`src/rtl/matrix_mac_sequencer.sv`:
```
`default_nettype none
// ============================================================================
// matrix_mac_sequencer : walks i/j/k over C = A x B, one MAC per cycle, and
// writes each finished C[i][j]. Optional macro: MATMUL_SATURATE_EN (clamp).
// Revision: 1.0
// ============================================================================
module matrix_mac_sequencer #(
  parameter int AROWS     = 3,
  parameter int ACOLUMNS  = 3,
  parameter int BCOLUMNS  = 3,
  parameter int WIDTH_BIT = 32,
  parameter int ACC_WIDTH = 72
) (
  input  logic                        clock,
  input  logic                        reset,
  input  logic                        start,
  input  logic                        hold,
  output logic        [WIDTH_BIT-1:0] i,
  output logic        [WIDTH_BIT-1:0] j,
  output logic        [WIDTH_BIT-1:0] k,
  input  logic signed [WIDTH_BIT-1:0] Aik,
  input  logic signed [WIDTH_BIT-1:0] Bkj,
  output logic                        ena,
  output logic                        busy,
  output logic                        c_wr_en,
  output logic        [WIDTH_BIT-1:0] c_row,
  output logic        [WIDTH_BIT-1:0] c_col,
  output logic signed [WIDTH_BIT-1:0] c_data,
  output logic                        done
);

  typedef enum logic [0:0] {
    ST_IDLE = 1'b0,
    ST_RUN  = 1'b1
  } state_t;

  localparam logic [WIDTH_BIT-1:0] K_LAST = WIDTH_BIT'(ACOLUMNS - 1);
  localparam logic [WIDTH_BIT-1:0] J_LAST = WIDTH_BIT'(BCOLUMNS - 1);
  localparam logic [WIDTH_BIT-1:0] I_LAST = WIDTH_BIT'(AROWS - 1);
  localparam logic [WIDTH_BIT-1:0] ONE    = WIDTH_BIT'(1);

  state_t                        state_q, state_d;
  logic        [WIDTH_BIT-1:0]   i_q, i_d;
  logic        [WIDTH_BIT-1:0]   j_q, j_d;
  logic        [WIDTH_BIT-1:0]   k_q, k_d;
  logic signed [ACC_WIDTH-1:0]   acc_q, acc_d;
  logic                          c_wr_en_q, c_wr_en_d;
  logic        [WIDTH_BIT-1:0]   c_row_q, c_row_d;
  logic        [WIDTH_BIT-1:0]   c_col_q, c_col_d;
  logic signed [WIDTH_BIT-1:0]   c_data_q, c_data_d;
  logic                          done_q, done_d;

  logic signed [2*WIDTH_BIT-1:0] prod;
  logic signed [ACC_WIDTH-1:0]   prod_ext;
  logic signed [ACC_WIDTH-1:0]   sum;
  logic signed [WIDTH_BIT-1:0]   fmt_val;

  // Operands are widened first so the product is the full signed 2*WIDTH_BIT result.
  assign prod     = (2*WIDTH_BIT)'(Aik) * (2*WIDTH_BIT)'(Bkj);
  assign prod_ext = ACC_WIDTH'(prod);
  assign sum      = acc_q + prod_ext;

`ifdef MATMUL_SATURATE_EN
  localparam logic signed [ACC_WIDTH-1:0] SAT_MAX =
    {{(ACC_WIDTH-WIDTH_BIT+1){1'b0}}, {(WIDTH_BIT-1){1'b1}}};
  localparam logic signed [ACC_WIDTH-1:0] SAT_MIN =
    {{(ACC_WIDTH-WIDTH_BIT+1){1'b1}}, {(WIDTH_BIT-1){1'b0}}};

  always_comb begin
    fmt_val = sum[WIDTH_BIT-1:0];
    if (sum > SAT_MAX) begin
      fmt_val = {1'b0, {(WIDTH_BIT-1){1'b1}}};
    end else if (sum < SAT_MIN) begin
      fmt_val = {1'b1, {(WIDTH_BIT-1){1'b0}}};
    end
  end
`else
  always_comb begin
    fmt_val = sum[WIDTH_BIT-1:0];
  end
`endif

  always_comb begin
    state_d   = state_q;
    i_d       = i_q;
    j_d       = j_q;
    k_d       = k_q;
    acc_d     = acc_q;
    c_wr_en_d = 1'b0;
    c_row_d   = c_row_q;
    c_col_d   = c_col_q;
    c_data_d  = c_data_q;
    done_d    = 1'b0;

    case (state_q)
      ST_IDLE: begin
        if (start) begin
          state_d = ST_RUN;
          i_d     = '0;
          j_d     = '0;
          k_d     = '0;
          acc_d   = '0;
        end
      end
      ST_RUN: begin
        if (!hold) begin
          if (k_q != K_LAST) begin
            acc_d = sum;
            k_d   = k_q + ONE;
          end else begin
            c_data_d  = fmt_val;
            c_row_d   = i_q;
            c_col_d   = j_q;
            c_wr_en_d = 1'b1;
            acc_d     = '0;
            k_d       = '0;
            if (j_q != J_LAST) begin
              j_d = j_q + ONE;
            end else begin
              j_d = '0;
              if (i_q == I_LAST) begin
                // Last element: report done alongside its write and return to IDLE.
                done_d  = 1'b1;
                state_d = ST_IDLE;
                i_d     = '0;
              end else begin
                i_d = i_q + ONE;
              end
            end
          end
        end
      end
      default: begin
        state_d = ST_IDLE;
      end
    endcase
  end

  always_ff @(posedge clock or posedge reset) begin
    if (reset) begin
      state_q   <= ST_IDLE;
      i_q       <= '0;
      j_q       <= '0;
      k_q       <= '0;
      acc_q     <= '0;
      c_wr_en_q <= 1'b0;
      c_row_q   <= '0;
      c_col_q   <= '0;
      c_data_q  <= '0;
      done_q    <= 1'b0;
    end else begin
      state_q   <= state_d;
      i_q       <= i_d;
      j_q       <= j_d;
      k_q       <= k_d;
      acc_q     <= acc_d;
      c_wr_en_q <= c_wr_en_d;
      c_row_q   <= c_row_d;
      c_col_q   <= c_col_d;
      c_data_q  <= c_data_d;
      done_q    <= done_d;
    end
  end

  assign i       = i_q;
  assign j       = j_q;
  assign k       = k_q;
  assign busy    = (state_q == ST_RUN);
  assign ena     = busy & ~hold;
  assign c_wr_en = c_wr_en_q;
  assign c_row   = c_row_q;
  assign c_col   = c_col_q;
  assign c_data  = c_data_q;
  assign done    = done_q;

endmodule
`default_nettype wire
```
`config.mk`:
```
export PLATFORM = sky130hd
export DESIGN_NAME = matrix_mac_sequencer
export DESIGN_NICKNAME = d
export VERILOG_FILES = /design/src/rtl/matrix_mac_sequencer.sv
export SDC_FILE = /design/constraint.sdc
export NUM_CORES = 2
export LEC_CHECK = 0
export ABC_AREA = 1
export CAP_MARGIN = 20
export CORE_MARGIN = 4
export CORE_UTILIZATION = 60
export CTS_CLUSTER_SIZE = 24
export DETAILED_ROUTE_END_ITERATION = 8
export GPL_TIMING_DRIVEN = 0
export PLACE_DENSITY = 0.83
export RECOVER_POWER = 50
export SLEW_MARGIN = 20
export SYNTH_ARGS = -nofsm -noshare
export SYNTH_HDL_FRONTEND = slang
export SYNTH_SLANG_ARGS = --single-unit
```
`constraint.sdc`:
```
create_clock -name clock -period 12 [get_ports clock]
set_input_delay 3.6 -clock clock [delete_from_list [all_inputs] [get_ports clock]]
set_output_delay 3.6 -clock clock [all_outputs]
set_load 0.005 [all_outputs]
```
# Word level (Yosys, flattened, before mapping)
# Cells that the tools add are included.
[word_totals]
register_bits = 267
in_bits = 68
output_inout_bits = 196
word_cells = 61
[classes]
addsub = 4
multipliers = 1
eq_ne = 7
muxes = 31
bitwise_logic = 4
n_reduce_logical = 4
[ops]
columns = ["cell", "count"]
rows = [
  ["2-to-1 mux 32 bit", 10],
  ["2-to-1 mux 72 bit", 3],
  ["one-hot mux 32 bit (2 select lines)", 3],
  ["one-hot mux 72 bit (2 select lines)", 1],
  ["adder 32 x 1 -> 32 bit (second input constant)", 3],
  ["adder 72 x 64 -> 72 bit", 1],
  ["multiplier 32 x 32 -> 64 bit", 1],
  ["!= test 32 x 2 -> 1 bit (second input constant)", 2],
  ["equality test 32 x 2 -> 1 bit (second input constant)", 1],
  ["2-to-1 mux 1 bit", 13],
  ["!= test 2 bit (second input constant)", 4],
  ["AND reduction 3 bit", 2],
  ["AND reduction 4 bit", 1],
  ["NOT 1 bit", 3],
  ["one-hot mux 1 bit (2 select lines)", 1],
  ["AND reduction 2 bit", 1],
  ["AND 1 bit", 1],
]

# Longest topological paths before layout
[depth]
depth_word = 6
ltp_mapped = 33
ltp_nobuf = 31

# Worst setup path after synthesis
# No wires, ideal clock.
[synth_path]
path_kind = "input port to flip-flop"
startpoint = "in Bkj[16]"
endpoint = "reg acc_q[30]"
setup_ps = 133
arrival_time_ps = 9877
required_ps = 11867
setup_slack_ps = 1990
cell_stages = 28
path_buffers = 2
path_cell_list = "clkbuf_1 -> clkbuf_1 -> nand2_1 -> fa_1 -> inv_1 -> fa_1 -> inv_1 -> fa_1 -> inv_1 -> fa_1 -> inv_1 -> fa_1 -> inv_1 -> fa_1 -> fa_1 -> inv_1 -> fa_1 -> inv_1 -> ha_1 -> nand2_1 -> inv_1 -> nand3_1 -> nor2_1 -> a211oi_1 -> o21ai_0 -> or2_2 -> nand3_1 -> o21ai_0"
[synth_between]
elab_chain_cells = 5
[synth_lines]
columns = ["element", "line", "rtl"]
rows = [
  ["start, declared", "22", "input logic signed [WIDTH_BIT-1:0] Bkj,"],
  ["multiplier 32 x 32 -> 64 bit", "59", "assign prod = (2*WIDTH_BIT)'(Aik) * (2*WIDTH_BIT)'(Bkj);"],
  ["adder 72 x 64 -> 72 bit", "61", "assign sum = acc_q + prod_ext;"],
  ["2-to-1 mux 72 bit", "107", "if (k_q != K_LAST) begin"],
  ["2-to-1 mux 72 bit", "106", "if (!hold) begin"],
  ["one-hot mux 72 bit (2 select lines)", "95", "case (state_q)"],
  ["end signal, assigned", "145", "acc_q <= '0;"],
  ["end signal, assigned", "156", "acc_q <= acc_d;"],
  ["end, declared", "46", "logic signed [ACC_WIDTH-1:0] acc_q, acc_d;"],
]
# Every way passes these cells. The select of a mux whose other input is x is not followed.
# A chain may end at the register's enable or synchronous reset.

# Final worst setup path
[layout_path]
startpoint = "in Bkj[2]"
endpoint = "reg acc_q[26]"
# Same word-level chain as after synthesis.

==> impl_metrics.prom <==
# TYPE chip_impl_metric gauge
chip_impl_info{name="setup.worst_path.end_class",value="flop"} 1
chip_impl_metric{name="synth_fa_ha_area_share",unit="%"} 37.36
chip_impl_info{name="path_class",value="input pin to flop"} 1
chip_impl_metric{name="worstPathArrival",unit="ns"} 12.10
chip_impl_metric{name="postRouteWirelength",unit="mm"} 92.58
chip_impl_metric{name="drt-pass1-iter-count",unit=""} 6
chip_impl_metric{name="post-cts-setup-buffer-count",unit=""} 0
chip_impl_metric{name="grt_overflow_total",unit=""} 0
chip_impl_metric{name="setup_ws",unit="ns"} 0.3049
chip_impl_info{name="largest_family_of_logic_cells_by_synthesized_area",value="adder cells"} 1
chip_impl_metric{name="initial_core_util",unit="%"} 61.19
chip_impl_metric{name="post_cts.resized_instances",unit=""} 0
chip_impl_metric{name="synth_sequential_area_ratio",unit="%"} 19.77
chip_impl_metric{name="synth-compound-area-share",unit="%"} 4.904
chip_impl_metric{name="met3_usage_grt",unit="%"} 10.41
chip_impl_metric{name="hold_bufs_at_cts",unit=""} 0
chip_impl_metric{name="cts_max_level",unit=""} 1
chip_impl_metric{name="crit_path_max_incr_delay",unit="ns"} 0.73
chip_impl_metric{name="grt_pass1_vias",unit=""} 26460
chip_impl_info{name="prevailing_post_synth_register_cell",value="dfrtp_1"} 1
chip_impl_metric{name="cp.required",unit="ns"} 12.41
chip_impl_metric{name="floorplan.die.width",unit="um"} 226.8
chip_impl_metric{name="gr-usage-met2",unit="%"} 57.14
chip_impl_metric{name="post_synth_cell_types",unit=""} 52
chip_impl_metric{name="dp_hpwl",unit="mm"} 75.04
chip_impl_metric{name="area_share_of_and_or_nand_nor_cells_after_synthesis",unit="%"} 20.59
chip_impl_info{name="yosys.cell_count.top_type",value="inv_1"} 1
chip_impl_info{name="worst_setup_path_start_kind",value="input pin"} 1
chip_impl_metric{name="num_rows",unit=""} 79
chip_impl_info{name="holdCritPathClass",value="flop to flop"} 1
chip_impl_metric{name="cts_sinks",unit=""} 227
chip_impl_info{name="timing.critical_path.slowest_stage_cell",value="clkbuf_1"} 1
chip_impl_info{name="rsz0062_at_grt",value="no"} 1
chip_impl_info{name="violations_in_the_final_reports",value="max-capacitance violations, max-slew violations"} 1
chip_impl_metric{name="synthesis.yosys.warnings",unit=""} 0
chip_impl_metric{name="syn_inst",unit=""} 3713
chip_impl_info{name="synth.top_cells.by_count",value="inv_1 (1009), nand2_1 (974), fa_1 (438), dfrtp_1 (227), ha_1 (157)"} 1
chip_impl_metric{name="worst_clock_skew",unit="ns"} 0.03388
chip_impl_metric{name="flow.area_growth_from_synthesis",unit="%"} 14.16
chip_impl_metric{name="dp.cells",unit=""} 4562
chip_impl_metric{name="drv_slew",unit=""} 102
chip_impl_metric{name="globalRouteMet1Util",unit="%"} 47.97
chip_impl_metric{name="finish.net_count",unit=""} 4646
chip_impl_metric{name="design_area",unit="um^2"} 32800
chip_impl_info{name="global_routing_s_busiest_layer",value="met2"} 1
chip_impl_info{name="clock_tree_from_tritoncts",value="yes"} 1
chip_impl_metric{name="report.final.setup_viol",unit=""} 0
chip_impl_metric{name="dieHeight",unit="um"} 226.8
chip_impl_metric{name="clockBufferDepth",unit=""} 3
chip_impl_metric{name="clk_latency",unit="ns"} 0.58
chip_impl_metric{name="globalRouteTotalUtil",unit="%"} 36.96
chip_impl_metric{name="dr_vias",unit=""} 25720
chip_impl_info{name="path_common_cell",value="fa_1"} 1
chip_impl_metric{name="port_buffers",unit=""} 240
chip_impl_metric{name="detail_route.drc_violations",unit=""} 0
chip_impl_metric{name="synthDominantCellAreaShare",unit="%"} 30.52
chip_impl_metric{name="synth_area",unit="um^2"} 28730
chip_impl_info{name="yosysTopAreaCell",value="fa_1"} 1
chip_impl_metric{name="layout.cells.non_filler",unit=""} 4616
chip_impl_metric{name="cts_buffers",unit=""} 26
chip_impl_metric{name="postPlaceCellArea",unit="um^2"} 31960
chip_impl_metric{name="drtIter0Drc",unit=""} 2816
chip_impl_metric{name="post_route_fraction_of_the_period_consumed_by_the_critical_path",unit="%"} 97.46
chip_impl_metric{name="finalCriticalPeriod",unit="ns"} 11.70
chip_impl_info{name="top_cells_by_area_synth",value="fa_1 (31%), dfrtp_1 (20%), inv_1 (13%), nand2_1 (13%), ha_1 (6.8%)"} 1
chip_impl_metric{name="synth-edff-count",unit=""} 0
chip_impl_metric{name="place_worst_setup_slack",unit="ns"} -0.01876
chip_impl_metric{name="gpl.final_weighted_congestion",unit=""} 0.9934
chip_impl_metric{name="drt-wirelength-per-cell",unit="um"} 20.06
chip_impl_metric{name="grt_first_pass_wirelength",unit="mm"} 145.9
chip_impl_metric{name="floorplan.die_area",unit="um^2"} 51450
chip_impl_metric{name="maximum_frequency_from_static_timing_analysis",unit="MHz"} 85.51
chip_impl_metric{name="ios",unit=""} 264
chip_impl_info{name="run_status",value="finished with violations"} 1
chip_impl_metric{name="avgSynthCellArea",unit="um^2"} 7.738
chip_impl_metric{name="postRouteAntennaNets",unit=""} 0
chip_impl_metric{name="worst_setup_hold_path_clk_slew",unit="ns"} 0.06
chip_impl_metric{name="core",unit="um^2"} 46950
chip_impl_metric{name="critical_path_buf_inv_count",unit=""} 9
chip_impl_metric{name="slew_headroom",unit="%"} -278.7
chip_impl_metric{name="viasPerCell",unit=""} 5.572
chip_impl_metric{name="antenna_violations_before_repair",unit=""} 12
chip_impl_metric{name="synth_async_sr_flop_share",unit="%"} 100.0
chip_impl_metric{name="post_synth_mux_area_share",unit="%"} 0
chip_impl_metric{name="cp_max_fo",unit=""} 10
chip_impl_metric{name="pin_count_of_the_biggest_net_entering_global_routing",unit=""} 102
chip_impl_metric{name="post_route_cells_drive_above_1_share",unit="%"} 2.124
chip_impl_metric{name="syn_nets",unit=""} 4376
chip_impl_info{name="root_buffer",value="clkbuf_16"} 1
chip_impl_metric{name="hold_viol",unit=""} 0
chip_impl_info{name="timing.critical_path.max_delay_family",value="adder cells"} 1
chip_impl_metric{name="tightestPinTransition",unit="ns"} 5.680
chip_impl_metric{name="synthXorXnorAreaFrac",unit="%"} 2.012
chip_impl_metric{name="maxCapViolCount",unit=""} 1
chip_impl_metric{name="number_of_synthesized_register_bits",unit=""} 227
-- cells by family (layout without fill, tap and decap cells) --
| logic type | after synthesis | in the layout |
|---|---|---|
| AOI/OAI and AO/OA | 257 | 257 |
| xor gates and xnor gates | 66 | 66 |
| adders and majority gates | 595 | 595 |
| buffers and inverters | 1164 | 1453 |
| DFF | 227 | 227 |
| other | 0 | 7 |
| and+or+nand+nor | 1404 | 1404 |
-- final timing paths --
path | from | to | slack [ns] | depth (start not counted)
worst min register to register | c_col[6] | c_col[6] | 0.48 | 2
worst max register to register | acc_q[18] | acc_q[26] | 4.89 | 25
min in group asynchronous | reset | c_row[21] | 3.76 | 2
max in group asynchronous | reset | i[1] | 2.29 | 3
worst max-delay path | Bkj[2] | acc_q[26] | 0.30 | 30
worst min-delay path | c_col[6] | c_col[6] | 0.48 | 2
-- cell usage in the layout (no fill, tap or decap), types with 5 or more instances in the layout --
master,n
a31oi_1,10
buf_2,13
fa_1,438
o21ai_0,139
clkdlybuf4s50_1,206
nor3b_1,5
o22ai_1,16
nor3_1,57
nand4_1,39
nor2_1,141
xor2_1,50
nand3_1,108
o31ai_1,9
a21oi_1,57
diode_2,7
o21a_1,7
or2_2,8
clkbuf_16,26
dlygate4sd3_1,34
inv_1,1010
nor3_2,7
dfrtp_1,227
nand2_1,977
clkbuf_1,123
nand3b_1,12
ha_1,157
buf_1,18
xnor2_1,16
nor4_1,36
-- layout make-up --
cell class | instances | area [um^2]
Timing Repair Buffer | 242 | 2434
Clock inverter | 13 | 201.4
Antenna cell | 7 | 17.52
Inverter | 1014 | 3807
Tap cell | 607 | 759.5
Multi-Input combinational cell | 2322 | 18600
Fill cell | 3813 | 14150
Buffer | 150 | 580.6
Sequential cell | 227 | 5680
Clock buffer | 34 | 720.7
-- sequential cells by signal, summed over array words and instances (netlist names) --
name / flops
acc_q: 32
busy: 1
c_col: 32
c_data: 32
c_row: 32
c_wr_en: 1
done: 1
i: 32
j: 32
k: 32
-- metrics by stage --
stage               setup TNS, ns  utilization, %  hold slack, ns
finish                          0           69.86          0.4804
floorplan                       0               -          0.4594
detailed placement       -0.01876           68.06          0.4699
global placement          -181.20           67.93          0.4628
global route                    0           69.83          0.4977
CTS                             0           70.03          0.4867
-- worst reg2reg max path, delay by kind of cell, from the launching register on --
| family | cells | cell delay, ns |
|---|---|---|
| adders and majority gates | 9 | 4.53 |
| and+or+nand+nor | 9 | 1.55 |
| DFF | 1 | 0.41 |
| buffers and inverters | 5 | 0.28 |
| AOI/OAI and AO/OA | 2 | 0.19 |
-- layer usage --
metal / part of all wire (%) / up-vias
li1: - / 11440
met1: 37 / 12300
met2: 45 / 1588
met3: 12 / 377
met4: 6.5 / 10
met5: 0.062 / -
Power is not shown: default switching activity piles up to over one toggle a cycle in this logic, so the estimate is an artifact.
